==> src/rtl/vc_queue_pkg.sv <==
// Shared definitions for the domain-aware valid/ready queue.
//   state_e             : controller state encoding (RUN / SCRUB)
//   DEFAULT_RESET_VALUE : default contents written on reset and scrub
//   clog2()             : ceiling log2, used for pointer and count widths
package vc_queue_pkg;

  typedef enum logic {
    STATE_RUN   = 1'b0,
    STATE_SCRUB = 1'b1
  } state_e;

  localparam int DEFAULT_RESET_VALUE = 0;

  // Returns the number of bits needed to index 'value' distinct items.
  function automatic int clog2(input int value);
    int result;
    result = 0;
    while ((1 << result) < value) result++;
    return result;
  endfunction

endpackage

==> src/rtl/vc_domain_queue_ctrl.sv <==
// Control path of vc_domain_queue: RUN/SCRUB state machine, head/tail
// pointers, occupancy count, scrub index and valid/ready generation.
// Ports:
//   clk, reset (async, active low), domain      - clock, reset, security domain
//   enq_val / enq_rdy, deq_val / deq_rdy         - handshake signals
//   bypass_sel                                   - deq_msg must come from enq_msg
//   wr_en, wr_scrub, wr_idx                      - storage write port control
//   rd_idx                                       - storage read index (head)
//   count, scrubbing                             - status outputs
module vc_domain_queue_ctrl
  import vc_queue_pkg::*;
#(
  parameter int p_depth  = 4,
  parameter int p_bypass = 0
) (
  input  logic                         clk,
  input  logic                         reset,
  input  logic                         domain,
  input  logic                         enq_val,
  output logic                         enq_rdy,
  output logic                         deq_val,
  input  logic                         deq_rdy,
  output logic                         bypass_sel,
  output logic                         wr_en,
  output logic                         wr_scrub,
  output logic [clog2(p_depth)-1:0]    wr_idx,
  output logic [clog2(p_depth)-1:0]    rd_idx,
  output logic [clog2(p_depth+1)-1:0]  count,
  output logic                         scrubbing
);

  // state  | meaning
  // RUN    | normal queue operation for cur_domain
  // SCRUB  | clearing entry[scrub_idx] each cycle; no handshakes

  localparam int PW = clog2(p_depth);
  localparam int CW = clog2(p_depth + 1);
  localparam logic [PW-1:0] LAST_IDX = PW'(p_depth - 1);
  localparam logic [CW-1:0] DEPTH_C  = CW'(p_depth);

  state_e          state_q, state_d;
  logic            cur_domain_q, cur_domain_d;
  logic [PW-1:0]   head_q, head_d;
  logic [PW-1:0]   tail_q, tail_d;
  logic [PW-1:0]   scrub_idx_q, scrub_idx_d;
  logic [CW-1:0]   count_q, count_d;

  logic run_ok, is_full, is_empty;
  logic enq_fire, deq_fire, bypass_fire, push, pop;

  function automatic logic [PW-1:0] ptr_inc(input logic [PW-1:0] ptr);
    return (ptr == LAST_IDX) ? '0 : ptr + 1'b1;
  endfunction

  // Gating with reset keeps enq_rdy/deq_val low while reset is held even
  // though the registered state already looks like an idle RUN queue.
  assign run_ok   = reset && (state_q == STATE_RUN) && (domain == cur_domain_q);
  assign is_full  = (count_q == DEPTH_C);
  assign is_empty = (count_q == '0);

  assign enq_rdy    = run_ok && !is_full;
  assign bypass_sel = (p_bypass != 0) && run_ok && is_empty && enq_val;
  assign deq_val    = run_ok && (!is_empty || bypass_sel);

  assign enq_fire    = enq_val && enq_rdy;
  assign deq_fire    = deq_val && deq_rdy;
  assign bypass_fire = bypass_sel && deq_rdy;
  // A message passed straight through never touches storage.
  assign push        = enq_fire && !bypass_fire;
  assign pop         = deq_fire && !bypass_fire;

  assign scrubbing = (state_q == STATE_SCRUB);
  assign wr_en     = push || scrubbing;
  assign wr_scrub  = scrubbing;
  assign wr_idx    = scrubbing ? scrub_idx_q : tail_q;
  assign rd_idx    = head_q;
  assign count     = count_q;

  always_comb begin
    state_d      = state_q;
    cur_domain_d = cur_domain_q;
    head_d       = head_q;
    tail_d       = tail_q;
    scrub_idx_d  = scrub_idx_q;
    count_d      = count_q;
    if (state_q == STATE_RUN) begin
      if (domain != cur_domain_q) begin
        state_d     = STATE_SCRUB;
        scrub_idx_d = '0;
        head_d      = '0;
        tail_d      = '0;
        count_d     = '0;
      end else begin
        if (push) tail_d = ptr_inc(tail_q);
        if (pop)  head_d = ptr_inc(head_q);
        if (push && !pop)      count_d = count_q + 1'b1;
        else if (pop && !push) count_d = count_q - 1'b1;
      end
    end else begin
      scrub_idx_d = ptr_inc(scrub_idx_q);
      if (scrub_idx_q == LAST_IDX) begin
        state_d      = STATE_RUN;
        cur_domain_d = domain;
      end
    end
  end

  always_ff @(posedge clk or negedge reset) begin
    if (!reset) begin
      state_q      <= STATE_RUN;
      cur_domain_q <= 1'b0;
      head_q       <= '0;
      tail_q       <= '0;
      scrub_idx_q  <= '0;
      count_q      <= '0;
    end else begin
      state_q      <= state_d;
      cur_domain_q <= cur_domain_d;
      head_q       <= head_d;
      tail_q       <= tail_d;
      scrub_idx_q  <= scrub_idx_d;
      count_q      <= count_d;
    end
  end

  a_inputs_known: assert property (@(posedge clk) disable iff (!reset)
    !$isunknown({enq_val, deq_rdy, domain}));

  a_count_bound: assert property (@(posedge clk) disable iff (!reset)
    count_q <= DEPTH_C);

endmodule

==> src/rtl/vc_domain_queue.sv <==
// Domain-aware p_depth-entry valid/ready queue. On a domain change all
// storage is scrubbed before the new domain may enqueue.
// Ports:
//   clk, reset (async, active low)     - clock and reset
//   domain                             - current security domain
//   enq_val, enq_rdy, enq_msg          - producer side
//   deq_val, deq_rdy, deq_msg          - consumer side (deq_msg idles at p_reset_value)
//   count                              - occupied entries
//   scrubbing                          - high during the scrub phase
module vc_domain_queue
  import vc_queue_pkg::*;
#(
  parameter int                 p_nbits       = 8,
  parameter int                 p_depth       = 4,
  parameter int                 p_bypass      = 0,
  parameter logic [p_nbits-1:0] p_reset_value = p_nbits'(DEFAULT_RESET_VALUE)
) (
  input  logic                         clk,
  input  logic                         reset,
  input  logic                         domain,
  input  logic                         enq_val,
  output logic                         enq_rdy,
  input  logic [p_nbits-1:0]           enq_msg,
  output logic                         deq_val,
  input  logic                         deq_rdy,
  output logic [p_nbits-1:0]           deq_msg,
  output logic [clog2(p_depth+1)-1:0]  count,
  output logic                         scrubbing
);

  localparam int PW = clog2(p_depth);

  logic               bypass_sel, wr_en, wr_scrub;
  logic [PW-1:0]      wr_idx, rd_idx;
  logic [p_nbits-1:0] wr_data, head_msg;
  logic [p_nbits-1:0] entry_q [p_depth];

  vc_domain_queue_ctrl #(
    .p_depth  (p_depth),
    .p_bypass (p_bypass)
  ) u_ctrl (
    .clk        (clk),
    .reset      (reset),
    .domain     (domain),
    .enq_val    (enq_val),
    .enq_rdy    (enq_rdy),
    .deq_val    (deq_val),
    .deq_rdy    (deq_rdy),
    .bypass_sel (bypass_sel),
    .wr_en      (wr_en),
    .wr_scrub   (wr_scrub),
    .wr_idx     (wr_idx),
    .rd_idx     (rd_idx),
    .count      (count),
    .scrubbing  (scrubbing)
  );

  assign wr_data = wr_scrub ? p_reset_value : enq_msg;

  always_ff @(posedge clk or negedge reset) begin
    if (!reset) begin
      for (int i = 0; i < p_depth; i++) entry_q[i] <= p_reset_value;
    end else if (wr_en) begin
      entry_q[wr_idx] <= wr_data;
    end
  end

  assign head_msg = entry_q[rd_idx];
  assign deq_msg  = !deq_val  ? p_reset_value :
                    bypass_sel ? enq_msg       : head_msg;

endmodule
==> config.mk <==
export PLATFORM = sky130hd
export DESIGN_NAME = vc_domain_queue
export DESIGN_NICKNAME = d
export VERILOG_FILES = /design/src/rtl/vc_queue_pkg.sv /design/src/rtl/vc_domain_queue_ctrl.sv /design/src/rtl/vc_domain_queue.sv
export SDC_FILE = /design/constraint.sdc
export NUM_CORES = 1
export LEC_CHECK = 0
export CORE_MARGIN = 2
export CORE_UTILIZATION = 30
export DETAILED_ROUTE_END_ITERATION = 12
export MAX_ROUTING_LAYER = met4
export PLACE_DENSITY = 0.52
export SLEW_MARGIN = 20
export SYNTH_ARGS = -nofsm -noshare
export SYNTH_HDL_FRONTEND = slang
export SYNTH_SLANG_ARGS = --single-unit
==> constraint.sdc <==
create_clock -name clk -period 2.55 [get_ports clk]
set_input_delay 0.51 -clock clk [delete_from_list [all_inputs] [get_ports clk]]
set_output_delay 0.51 -clock clk [all_outputs]
set_load 0.01 [all_outputs]
==> results of run 1 <==
## worst max-delay path, stage by stage
cell	delay, ns
dlygate4sd2_1	0.29
xor2_4	0.19
nor3_4	0.24
buf_6	0.15
clkdlybuf4s50_1	0.53
## registers in the layout, indices dropped and copies added (netlist names)
register / cells
entry_q: 32
u_ctrl.cur_domain_q: 1
u_ctrl.tail_q: 2
u_ctrl.scrub_idx_q: 2
u_ctrl.count: 3
u_ctrl.scrubbing: 1
u_ctrl.rd_idx: 2
## metal layers
layer | GRT usage [%] | vias up
li1 | - | 805
met1 | 19.2 | 821
met2 | 22.2 | 19
met3 | 2.30 | 4
met4 | 3.61 | 0
met5 | - | -
## cell families after synthesis
family	synth area share, %
compound gates	4.65
xor+xnor	1.95
fa+ha+maj	3.03
buf+inv	1.95
flops	46.5
mux	22.6
simple gates	19.4
## per-stage QoR
stage / setup TNS, ns / hold slack (ns)
2_1_floorplan: 0 / 0.214
3_3_place_gp: -2.86 / 0.472
3_5_place_dp: -3.13 / 0.479
4_1_cts: -0.0817 / 0.165
5_1_grt: 0 / 0.164
6_report: 0 / 0.166
## final timing paths
kind / from / end / slack (ns) / cells after the start
max in group asynchronous: reset / entry_q[21] / 1.77 / 3
max: domain / deq_val / 0.13 / 5
min reg2reg: entry_q[24] / entry_q[24] / 0.52 / 2
max reg2reg: u_ctrl.cur_domain_q / u_ctrl.count[2] / 0.20 / 10
min: reset / u_ctrl.cur_domain_q / 0.17 / 2
min in group clk: entry_q[24] / entry_q[24] / 0.52 / 2
## power groups by stage
stage	clock, uW	sequential (uW)	combinational [uW]
6_report	526	871	907
5_1_grt	568	892	1000
4_1_cts	544	877	901
3_5_place_dp	0	883	883
3_3_place_gp	0	877	872
2_1_floorplan	0	861	518
## synth_stat cells (all sizes together)
master,count
a21boi,1
a21oi,1
a22o,1
a32o,1
and2,8
buf,2
clkbuf,5
dfrtp,43
fa,1
ha,4
inv,5
mux2,1
mux2i,33
mux4,8
nand2,46
nand3,2
nand3b,5
nor2,1
nor3,1
nor3b,2
nor4,4
nor4b,2
o211ai,1
o21ai,4
o221ai,2
o22ai,1
o311a,1
o31ai,2
or3,2
or3b,3
or4,1
xnor2,2
xor2,1
## timing repair
action                                  CTS  global route
setup buffers                             1             1
hold endpoints to repair                  0             0
resized for setup                         7            12
endpoints found under the setup margin   11             9
cloned                                    1             0
## area by class of cell
class | count | area share (%)
Clock inverter | 2 | 1.25
Inverter | 5 | 0.624
Timing Repair Buffer | 51 | 15.6
Clock buffer | 5 | 2.29
Sequential cell | 43 | 35.8
Multi-Input combinational cell | 142 | 40.2
Tap cell | 102 | 4.24
==> impl_metrics.ini, run 1 <==
[route]
drt_iter0_drc = 30
wire_per_inst_um = 15.6
drc = 0
drt_wl_total_um = 5450
drt_pass1_iterations = 4
num_vias = 1649
routed.top_layer = met4
ant_nets = 0
wl_met2_um = 2690
vias_per_cell = 4.71
route.layer.met1.wl_um = 2610
met3_length_um = 93

[grt]
grt_pass1_wl_um = 8890
antenna_found_initial = 0
grt_pass1_vias = 1681
grt_max_degree = 34
grt_usage_pct = 14.1
overflow = 0

[placement]
dpl_cell_area_um2 = 2840
dpl.hpwl_um = 3800
numPortBuffers = 26
place_ws_ns = -0.342
gp_congestion = 0.762
placed_cells = 340

[cts]
worst_skew_pair.late_latency_ns = 0.29
clkSinkCount = 43
cts_tree = built
htreeDepth = 2
clkSlewWorstSetupHoldPaths_ns = 0.09
cts-root-buf = clkbuf_8
ctsHoldBuffers = 0
cts_buffers = 5
clockBufferDepth = 2

[sta]
finalHoldViolCount = 0
finalSetupViolCount = 0
timing.final.crit_share_pct = 94.9
rsz0062_at_grt = false
worstMarginPinSlew_ns = 0.440
timing.max_slew.rel_slack_pct = 70.7
fin_skew_ns = 0.00626
period_minus_slack_ns = 2.42
fin_ws_ns = 0.129
maxSlewViolCount = 0
max_freq_mhz = 413

[yosys]
synth_nets = 215
synthTopCellsByArea = dfrtp_1, mux2i_1, mux4_2, nand2_1, nor4_4
synth_warnings = 0
ys_seq_elements = 43
synth_area_leader_cell = dfrtp_1
yosysTopAreaCellShare_pct = 46.5
synthesis.area_um2 = 2310
synth-seq-area-share_pct = 46.5
synth_cell_types = 35
avgSynthCellArea_um2 = 11.7
syn_inst = 197

[pwr]
switching_share_pct = 37.7
seqPwrFrac_pct = 37.8
p_comb_share_pct = 39.4
powerDensity_nw_per_um2 = 766
pwr-share-clk_pct = 22.8
p_leak_uw = 0.00135
p_total_uw = 2300
switchingPower_uw = 869
p_int_uw = 1440
peakVddDrop_v = 0.000300

[cells_and_area]
drive_above_1_share_pct = 21.4
finish.utilization_pct = 39.6
multiInputGateArea_um2 = 1210
num-fill-cells = 775
ff_latch_area_um2 = 1080
fin_nets = 266
layout_common_cells = nand2_1, dfrtp_1, mux2i_1
mostFrequentLayoutCell = nand2_1
area_growth_pct = 30.1
final_cell_area_um2 = 3010
antennaDiodeCount = 0
final_cells = 350

[critical_path]
criticalPathCategory = primary input to output pin
crit_arrival_ns = 1.91
start_kind = primary input
required_ns = 2.04
crit_fanout = 5
cp-end-kind = output pin

[die]
dieHeight_um = 91.8
start_util_pct = 30.4
dieWidth_um = 91.8
pin_count = 27
core_area_um2 = 7610
core.rowCount = 32
dieArea_um2 = 8430

[flow_run]
maxCapViolations = 0

[status]
outcome = finished clean

[worst_hold_path]
hold_path.class = primary input to asynchronous set/reset pin
Power figures use the tool's default switching activity.
==> run 2: changes to the inputs <==
--- a/config.mk
+++ b/config.mk
@@ -7,6 +7,7 @@
 export LEC_CHECK = 0
 export CORE_MARGIN = 2
 export CORE_UTILIZATION = 30
+export CTS_CLUSTER_SIZE = 10
 export DETAILED_ROUTE_END_ITERATION = 12
 export MAX_ROUTING_LAYER = met4
 export PLACE_DENSITY = 0.52
==> results of run 2 <==
The final DEF is identical to that of run 1; final timing and power are the same.
==> run 3: changes to the inputs <==
--- a/config.mk
+++ b/config.mk
@@ -5,7 +5,6 @@
 export SDC_FILE = /design/constraint.sdc
 export NUM_CORES = 1
 export LEC_CHECK = 0
-export CORE_MARGIN = 2
 export CORE_UTILIZATION = 30
 export CTS_CLUSTER_SIZE = 10
 export DETAILED_ROUTE_END_ITERATION = 12
==> impl_metrics.ini, run 3 (synthesis results as in run 1) <==
[critical_path]
path_buf_inv = 3
start_kind = primary input
criticalPathCategory = primary input to output pin
worst_path_max_delay_cell = clkdlybuf4s50_1
required_ns = 2.04
critPathTopFamily = buffers and inverters
rr_startpoint = u_ctrl.cur_domain_q
cp-end-kind = output pin
crit_chain = dlygate4sd2_1, xor2_4, nor3_4, buf_6, clkdlybuf4s50_1
cp-startpoint = domain
crit_arrival_ns = 1.90
critPathMaxStageDelay_ns = 0.53
crit_fanout = 5

[route]
vias_per_cell = 4.83
drt_pass1_iterations = 4
drt_wl_total_um = 5440
wire_per_inst_um = 15.8
num_vias = 1668
drc = 0
ant_nets = 0
drt_iter0_drc = 88

[flow_run]
maxCapViolations = 0

[grt]
grt_pass1_wl_um = 8980
grt_max_degree = 36
antenna_found_initial = 0
overflow = 0
grt_usage_pct = 14.8
grt_pass1_vias = 1691

[die]
pin_count = 27
dieHeight_um = 89.8
core.rowCount = 31
core_area_um2 = 7370
dieWidth_um = 89.8
start_util_pct = 31.4
dieArea_um2 = 8070

[cells_and_area]
finish.utilization_pct = 40.8
ff_latch_area_um2 = 1080
antennaDiodeCount = 0
mostFrequentLayoutCell = nand2_1
num-fill-cells = 732
area_growth_pct = 30.1
largest_reg_flops = 32
drive_above_1_share_pct = 21.5
multiInputGateArea_um2 = 1210
fin_nets = 263
final_cells = 345
regMostFlops = entry_q
layout_common_cells = nand2_1, dfrtp_1, mux2i_1

[status]
outcome = finished clean

[sta]
period_minus_slack_ns = 2.41
fin_skew_ns = 0.0122
maxSlewViolCount = 0
finalSetupViolCount = 0
finalHoldViolCount = 0
fin_ws_ns = 0.140
worstMarginPinSlew_ns = 0.458
rsz0062_at_grt = false
timing.final.crit_share_pct = 94.5
timing.max_slew.rel_slack_pct = 69.5
max_freq_mhz = 415
tns_ns = 0

[cts]
clockBufferDepth = 2
clkSlewWorstSetupHoldPaths_ns = 0.09
clkSinkCount = 43
ctsHoldBuffers = 0
cts-root-buf = clkbuf_8
worst_skew_pair.late_latency_ns = 0.30
cts_buffers = 5
cts_tree = built
htreeDepth = 2

[pwr]
p_total_uw = 2300
p_leak_uw = 0.00134
powerDensity_nw_per_um2 = 764
peakVddDrop_v = 0.000329

[placement]
place_ws_ns = -0.311
numPortBuffers = 26
placed_cells = 335
gp_congestion = 0.790
dpl.hpwl_um = 3710

[worst_hold_path]
hold_path.class = primary input to asynchronous set/reset pin
-- run 3: layout make-up --
type / instances / share of cell area (%)
clock buffers: 5 / 2.29
clock inverters: 3 / 1.54
inverters: 5 / 0.624
multi-input cells: 142 / 40.2
flip-flops and latches: 43 / 35.9
well taps: 99 / 4.12
repair buffers: 48 / 15.3
-- run 3: routing by layer --
| layer | up-vias | track usage (%) | part of all wire [%] |
|---|---|---|---|
| met5 | - | - | 0 |
| met4 | 0 | 3.69 | 0.94 |
| met1 | 847 | 19.5 | 47 |
| met2 | 13 | 23.3 | 50 |
| met3 | 5 | 2.96 | 1.7 |
| li1 | 803 | - | - |
-- run 3: through the flow --
step                      hold WS [ns]  instance area, um2
final                            0.170                3010
after global placement           0.472                2830
after detailed placement         0.471                2830
after CTS                        0.159                2980
after global routing             0.177                3010
after floorplan                  0.214                2310
-- run 3: final timing paths --
| kind | depth (start not counted) | slack [ns] | end |
|---|---|---|---|
| hold / removal | 2 | 0.17 | u_ctrl.count[2] |
| min in group clk | 2 | 0.52 | entry_q[10] |
| setup reg to reg | 9 | 0.26 | u_ctrl.count[2] |
| max in group asynchronous | 3 | 1.67 | u_ctrl.cur_domain_q |
| setup / recovery | 5 | 0.14 | deq_val |
| hold reg to reg | 2 | 0.52 | entry_q[10] |
-- run 3: what timing repair did --
action,CTS,global route
cloned,1,0
gates resized for setup,11,12
pin swaps,1,0
setup buffers,0,1
setup endpoints to repair,11,8
-- run 3: report_power, final --
part	switching (uW)	internal (uW)	leakage, uW
Clock	248	295	0.0000548
Combinational	493	374	0.000706
Sequential	127	762	0.000582
